<file path="src/rtl/crc_pkg.sv">
// ============================================================================
// Module   : crc_pkg
// Purpose  : Shared types and constants for the CRC check sequencer slice.
// Revision : 1.0 - initial release
// ============================================================================
`default_nettype none

package crc_pkg;

  localparam int CRC_WIDTH_DEF = 16;
  localparam int DWIDTH_DEF    = 32;
  localparam int ERRCNT_W      = 16;
  // Wide enough for the largest supported timeout (255 cycles)
  localparam int TIMER_W       = 8;

  typedef enum logic [2:0] {
    IDLE      = 3'd0,
    ISSUE     = 3'd1,
    WAIT_LOW  = 3'd2,
    WAIT_HIGH = 3'd3,
    RESP      = 3'd4
  } seq_state_t;

endpackage

`default_nettype wire

</file>
<file path="src/rtl/crc_chk_timer.sv">
// ============================================================================
// Module   : crc_chk_timer
// Purpose  : Loadable/clearable down-counter that flags its last counting cycle.
// Revision : 1.0 - initial release
// ============================================================================
`default_nettype none

module crc_chk_timer #(
  parameter int WIDTH = 8
) (
  input  logic             clk,
  input  logic             rst,
  input  logic             clear,
  input  logic             load,
  input  logic             dec,
  input  logic [WIDTH-1:0] load_val,
  output logic             expire
);

  logic [WIDTH-1:0] count;

  always_ff @(posedge clk or posedge rst) begin
    if (rst) begin
      count <= '0;
    end else if (clear) begin
      count <= '0;
    end else if (load) begin
      count <= load_val;
    end else if (dec && (count != '0)) begin
      count <= count - WIDTH'(1);
    end
  end

  // Asserted during the final permitted counting cycle, so the owner can act on this edge
  assign expire = dec && (count == WIDTH'(1));

endmodule

`default_nettype wire

</file>
<file path="src/rtl/crc_check_sequencer.sv">
// ============================================================================
// Module   : crc_check_sequencer
// Purpose  : Request/response front-end that drives a single-cycle CRC stage
//            and checks its result; optional error counter via CRC_CHK_ERRCNT_EN.
// Revision : 1.0 - initial release
// ============================================================================
`default_nettype none

module crc_check_sequencer
  import crc_pkg::*;
#(
  parameter int CRC_WIDTH   = CRC_WIDTH_DEF,
  parameter int DWIDTH      = DWIDTH_DEF,
  parameter int TIMEOUT_CYC = 15
) (
  input  logic                 clk,
  input  logic                 rst,
  input  logic                 reqValid,
  output logic                 reqReady,
  input  logic [DWIDTH-1:0]    reqData,
  input  logic [CRC_WIDTH-1:0] reqExpCrc,
  output logic                 crcCtrlEn,
  output logic [DWIDTH-1:0]    crcDataIn,
  input  logic [CRC_WIDTH-1:0] crcOut,
  input  logic                 crcReady,
  output logic                 rspValid,
  input  logic                 rspReady,
  output logic [CRC_WIDTH-1:0] rspCrc,
  output logic                 rspMatch,
  output logic                 rspTimeout,
  output logic [ERRCNT_W-1:0]  errCount
);

  seq_state_t           state;
  seq_state_t           state_nxt;
  logic [CRC_WIDTH-1:0] exp_crc;
  logic                 waiting;
  logic                 tmr_expire;
  logic                 done_ok;
  logic                 abort;

  assign waiting = (state == WAIT_LOW) || (state == WAIT_HIGH);
  // A result arriving in the last allowed cycle still counts as a normal completion
  assign done_ok = (state == WAIT_HIGH) && crcReady;
  assign abort   = waiting && tmr_expire && !done_ok;

  crc_chk_timer #(
    .WIDTH (TIMER_W)
  ) u_timer (
    .clk      (clk),
    .rst      (rst),
    .clear    (state == IDLE),
    .load     (state == ISSUE),
    .dec      (waiting),
    .load_val (TIMER_W'(TIMEOUT_CYC)),
    .expire   (tmr_expire)
  );

  always_ff @(posedge clk or posedge rst) begin
    if (rst) begin
      state <= IDLE;
    end else begin
      state <= state_nxt;
    end
  end

  always_comb begin
    state_nxt = state;
    case (state)
      IDLE: begin
        if (reqValid) state_nxt = ISSUE;
      end
      ISSUE: begin
        state_nxt = WAIT_LOW;
      end
      WAIT_LOW: begin
        if (abort)          state_nxt = RESP;
        else if (!crcReady) state_nxt = WAIT_HIGH;
      end
      WAIT_HIGH: begin
        if (done_ok || abort) state_nxt = RESP;
      end
      RESP: begin
        if (rspReady) state_nxt = IDLE;
      end
      default: begin
        state_nxt = IDLE;
      end
    endcase
  end

  assign reqReady  = (state == IDLE);
  assign crcCtrlEn = (state == ISSUE);
  assign rspValid  = (state == RESP);

  always_ff @(posedge clk or posedge rst) begin
    if (rst) begin
      crcDataIn  <= '0;
      exp_crc    <= '0;
      rspCrc     <= '0;
      rspMatch   <= 1'b0;
      rspTimeout <= 1'b0;
    end else begin
      if ((state == IDLE) && reqValid) begin
        crcDataIn <= reqData;
        exp_crc   <= reqExpCrc;
      end
      if (done_ok) begin
        rspCrc     <= crcOut;
        rspMatch   <= (crcOut == exp_crc);
        rspTimeout <= 1'b0;
      end else if (abort) begin
        rspCrc     <= '0;
        rspMatch   <= 1'b0;
        rspTimeout <= 1'b1;
      end
    end
  end

`ifdef CRC_CHK_ERRCNT_EN
  logic [ERRCNT_W-1:0] err_cnt;
  logic                rsp_bad;

  assign rsp_bad = (done_ok && (crcOut != exp_crc)) || abort;

  always_ff @(posedge clk or posedge rst) begin
    if (rst) begin
      err_cnt <= '0;
    end else if (rsp_bad && (err_cnt != {ERRCNT_W{1'b1}})) begin
      err_cnt <= err_cnt + ERRCNT_W'(1);
    end
  end

  assign errCount = err_cnt;
`else
  assign errCount = '0;
`endif

endmodule

`default_nettype wire

</file>
<file path="config.mk">
export PLATFORM = sky130hd
export DESIGN_NAME = crc_check_sequencer
export DESIGN_NICKNAME = d
export VERILOG_FILES = /design/src/rtl/crc_pkg.sv /design/src/rtl/crc_chk_timer.sv /design/src/rtl/crc_check_sequencer.sv
export SDC_FILE = /design/constraint.sdc
export NUM_CORES = 1
export LEC_CHECK = 0
export ABC_AREA = 1
export BUFFER_PORTS_ARGS = -buffer_cell sky130_fd_sc_hd__buf_2
export CAP_MARGIN = 10
export CORE_MARGIN = 2
export CORE_UTILIZATION = 40
export CTS_CLUSTER_SIZE = 40
export DETAILED_ROUTE_END_ITERATION = 10
export GPL_TIMING_DRIVEN = 0
export PLACE_DENSITY = 0.68
export RECOVER_POWER = 100
export SLEW_MARGIN = 20
export SYNTH_ARGS = -nofsm -noshare
export SYNTH_HDL_FRONTEND = slang
export SYNTH_HIERARCHICAL = 1
export SYNTH_SLANG_ARGS = --single-unit
</file>
<file path="constraint.sdc">
create_clock -name clk -period 2 [get_ports clk]
set_input_delay 0.4 -clock clk [delete_from_list [all_inputs] [get_ports clk]]
set_output_delay 0.4 -clock clk [all_outputs]
set_load 0.1 [all_outputs]
</file>
# After elaboration in Yosys (flattened, before gate mapping)
# Cells that the tools add are included.
# W data, S select, Z words.
dict set report word_totals {
  mem_bits_rw 0
  latchBits 0
  output_inout_bits 69
  elab_cells 47
  ff_bits 77
  romBits 0
  mem_count 0
  inputBits 69
}
dict set report classes {
  n_addsub 1
  n_eq_ne 10
  reduce_logical 14
  n_bitwise 0
  order_cmp 0
  div_mod_pow 0
  muxes 15
  multipliers 0
  shift 0
}
# operator n
set op_table {}
lappend op_table {{$mux W16} 2}
lappend op_table {{$mux W8} 3}
lappend op_table {{$eq A16 B16 Y1} 1}
lappend op_table {{$mux W3} 5}
lappend op_table {{$pmux W3 S5} 1}
lappend op_table {{$eq A8 B1 Y1 const B} 1}
lappend op_table {{$reduce_bool A8 Y1} 1}
lappend op_table {{$sub A8 B1 Y8 const B} 1}
lappend op_table {{$eq A3 B2 Y1 const B} 2}
lappend op_table {{$logic_and A1 B1 Y1} 6}
lappend op_table {{$mux W1} 4}
lappend op_table {{$ne A2 B1 Y1 const B} 2}
lappend op_table {{$reduce_and A4 Y1} 1}
lappend op_table {{$eq A3 B1 Y1 const B} 1}
lappend op_table {{$eq A3 B3 Y1 const B} 1}
lappend op_table {{$logic_not A3 Y1} 1}
lappend op_table {{$ne A3 B3 Y1 const B} 1}
lappend op_table {{$reduce_bool A3 Y1} 1}
lappend op_table {{$logic_or A1 B1 Y1} 2}
lappend op_table {{$ne A2 B2 Y1 const B} 1}
lappend op_table {{$reduce_bool A2 Y1} 1}
lappend op_table {{$logic_not A1 Y1} 1}

# Longest topological paths before layout
dict set report depth {
  word_depth 8
  mapped_depth 10
  depth_no_buf 10
}

# Cells and area by module
# Netlist, hierarchy kept.
# mod seq_area_each_um2 cells_each n_inst area_each_um2
set modules_own_cells {}
lappend modules_own_cells {crc_check_sequencer 1726.7 392 1 3181.8}
lappend modules_own_cells {crc_chk_timer 200.2 94 1 636.9}

# Worst setup path before layout
# Ideal clock, no wire load.
dict set report synth_path {
  kind {register to register}
  from {register state[2]}
  to {register u_timer.count[1]}
  setup_time_ns 0.077
  period_less_slack_ns 3.045
  t_required_ns 1.923
  n_path_buf 1
  path_stages_with_launch 9
  slack_ns -1.045
  arrival_time_ns 2.968
  path_cell_list {dfrtp_1 -> nor2_1 -> inv_2 -> nor2_1 -> inv_1 -> buf_2 -> a21oi_2 -> nand2_1 -> o21ai_1}
}
dict set report synth_via {
  word_cells_on_any_way 9
  classes_between {eq/ne: 3; mux: 2; reduce/logical: 4}
}
# element line_no
set synth_lines {}
lappend synth_lines {{from (decl)} crc_check_sequencer.sv:34} ;# seq_state_t state;
lappend synth_lines {{from (signal assigned)} crc_check_sequencer.sv:63} ;# state <= state_nxt;
lappend synth_lines {{$eq A3 B1 Y1 *} --}
lappend synth_lines {{net crcCtrlEn} crc_check_sequencer.sv:22} ;# output logic crcCtrlEn,
lappend synth_lines {{$mux W8} crc_chk_timer.sv:27} ;# end else if (load) begin
lappend synth_lines {{$mux W8} crc_chk_timer.sv:25} ;# end else if (clear) begin
lappend synth_lines {{to (signal assigned)} crc_chk_timer.sv:28} ;# count <= load_val;
lappend synth_lines {{to (signal assigned)} crc_chk_timer.sv:30} ;# count <= count - WIDTH'(1);
lappend synth_lines {{to (decl)} crc_chk_timer.sv:20} ;# logic [WIDTH-1:0] count;
# Mark *: on every way through the listed nets, which the timed path passes. The rest lies on a longest branch.
# A chain may end at the register's enable or synchronous reset.

# Final worst setup path
dict set report layout_path {
  from {register state[2]}
  to {output crcCtrlEn}
}
dict set report layout_via {
  elab_chain_len 1
}
# element line_no
set layout_rtl {}
lappend layout_rtl {{$eq A3 B1 Y1} crc_check_sequencer.sv:93} ;# assign crcCtrlEn = (state == ISSUE);
lappend layout_rtl {{to (decl)} crc_check_sequencer.sv:22}
# Every way passes these cells.

==> impl_metrics.py <==
metrics = {
    "outcome": {
        "status": "finished clean",
    },
    "grt": {
        "grt_use_total_pct": 19.2,
        "grt_pass1_vias": 3252,
        "antenna_found_initial": 0,
        "grt_pass1_wl_um": 15400,
        "overflow": 0,
        "grt_max_degree": 34,
    },
    "finish": {
        "final_layout_size_suffix_gt1_share_pct": 28.4,
        "area_delta_synth_final_pct": 29.1,
        "regArea_mm2": 0.00193,
        "fillers": 889,
        "final_nets": 716,
        "multi_input_area_mm2": 0.00158,
        "insertedDiodeCount": 0,
        "final-instance-count-excl-fill": 778,
        "layout_common_cells": "nand2_1 (178), dfrtp_1 (76), buf_2 (70)",
        "layout_commonest_cell": "nand2_1",
    },
    "worst_setup_path": {
        "setup.worst_path.start_class": "flop",
        "crit_arrival_ns": 1.52,
        "crit_chain": "nor2_1, inv_2, nor2_4, buf_8",
        "cp.required_ns": 1.60,
        "cp_slowest_cell": "dfrtp_2",
        "cpPeakStageDelay_ns": 0.45,
        "crit_family": "flip-flops",
        "crit_buf_inv": 2,
        "endpoint_kind": "output port",
        "critical_path_class": "flop to output port",
        "path_max_fanout": 9,
    },
    "floorplan": {
        "die_y_um": 102,
        "start_util_pct": 41.3,
        "rows": 35,
        "core-area_mm2": 0.00924,
        "ioPinCount": 138,
        "die-area_mm2": 0.0103,
        "die_width_um": 102,
    },
    "synthesis": {
        "synthCells": 486,
        "yosys-top-cells-area": "dfrtp_1 (50%), nand2_1 (17%), nand3_1 (7.1%)",
        "synth-seq-cells": 77,
        "netlist.area_leader.share_pct": 50.5,
        "synthDistinctLibCells": 28,
        "synth.avg_cell_area_um2": 7.86,
        "synth_area_mm2": 0.00382,
        "synth_seq_area_share_pct": 50.5,
        "yosys_warnings": 6,
        "yosysTopAreaCell": "dfrtp_1",
    },
    "placement": {
        "port_buffers": 121,
        "dp_cells": 760,
        "place_congestion": 0.862,
        "hpwl_um": 7220,
    },
    "hold_path": {
        "hold_class": "input port to async pin",
    },
    "route": {
        "viasPerCell": 4.54,
        "dr.pass1.iters": 5,
        "drt-initial-drc-count": 80,
        "num_vias": 3530,
        "postRouteAntennaNets": 0,
        "drc_errors": 0,
        "wl_um": 9600,
        "wl_per_cell_um": 12.3,
    },
    "timing": {
        "max_freq_ghz": 0.521,
        "setup_viol": 0,
        "rsz0062_at_grt": "no",
        "drv_slew": 0,
        "timing.final.hold_violations": 0,
        "finalCritPeriodShare_pct": 96.0,
        "setup_tns_ns": 0,
        "tightest_slew_ns": 1.23,
        "relSlewSlack_pct": 17.7,
        "clock_skew_ns": 0.0124,
        "min_period_ns": 1.92,
    },
    "clocking": {
        "root_buffer": "clkbuf_8",
        "cts_max_level": 3,
        "cts_made_buffers": 9,
        "cts_tree": "built",
        "cts_hold_buf": 0,
        "clkLatencyLatePin_ns": 0.36,
        "clockBufferDepth": 2,
        "cts_sinks": 77,
        "path_clk_slew_ns": 0.08,
    },
    "run": {
        "cap_violations": 0,
    },
}
==> layout make-up <==
cell class / count / area share, %
inverter: 47 / 3.63
sequential: 77 / 39.1
clock inverter: 6 / 1.42
multi-input combinational: 351 / 32.1
tap: 129 / 3.27
clock buffer: 10 / 2.59
buffer: 33 / 4.59
timing repair buffer: 125 / 13.3
==> worst paths after layout <==
kind | startpoint | depth (start not counted) | slack [ns] | end
max | state[2] | 4 | 0.08 | crcCtrlEn
min | rst | 2 | 0.03 | u_timer/count[1]
max reg2reg | state[2] | 8 | 0.21 | u_timer/count[3]
min reg2reg | crcDataIn[29] | 2 | 0.48 | crcDataIn[29]
max in group asynchronous | rst | 3 | 0.41 | crcDataIn[27]
min in group clk | reqData[14] | 3 | 0.27 | crcDataIn[14]
==> per-stage QoR <==
step | setup slack (ns) | cell area [um2] | hold slack (ns) | utilization [%]
after floorplan | 0.0357 | 3920 | 0.216 | -
after global placement | 0.0931 | 4680 | 0.407 | 50.7
after detailed placement | 0.0873 | 4720 | 0.387 | 51.1
after CTS | 0.0242 | 4950 | 0.00173 | 53.5
after global routing | 0.0112 | 4930 | 0.0422 | 53.4
final | 0.0791 | 4930 | 0.0262 | 53.4
==> what timing repair did <==
action | 4_1_cts | 5_1_grt
setup buffers | 0 | 2
pin swaps | 0 | 0
resized for setup | 8 | 3
endpoints found under the setup margin | 2 | 2
==> kinds of logic (layout without fill, tap and decap cells) <==
logic type / Yosys count / count (layout) / synth area share [%]
AO/OA/AOI/OAI: 40 / 40 / 5.73
XOR/XNOR: 5 / 5 / 1.15
adder cells (fa/ha/maj): 3 / 3 / 0.983
buffers and inverters: 80 / 221 / 10.5
flip-flops: 77 / 77 / 50.5
other: 2 / 24 / 0.197
AND/OR/NAND/NOR: 279 / 279 / 31.0
==> cell usage after synthesis <==
cell type,count
buf_6,3
inv_2,2
dfrtp_1,77
nand2_4,1
clkinv_2,1
nor2_2,2
o21ai_0,17
nand2_1,177
buf_1,2
buf_2,10
a21oi_1,12
xnor2_1,5
nor2_4,3
nand3_1,54
nand3_4,1
conb_1,2
o21ai_2,1
or2_2,1
nand4_1,2
o21ai_4,1
nand2_2,5
o21ai_1,8
inv_1,44
clkbuf_1,1
a21oi_2,1
nor2_1,33
ha_1,3
buf_4,17
==> sequential cells by signal, summed over array words and instances (netlist names) <==
name	cells
exp_crc	16
rspMatch	1
state	3
u_timer/count	8
rspCrc	16
rspTimeout	1
crcDataIn	32
==> metal layers <==
metal	GRT usage (%)	up-vias	wire length, um
met5	0	-	0
met4	8.21	0	176
met3	4.49	11	627
met2	29.4	119	4280
met1	26.2	1617	4510
li1	-	1783	-
Power is left out: the tool's default activity adds up to more than one toggle a clock period on the data nets, which glitch-free logic cannot reach.
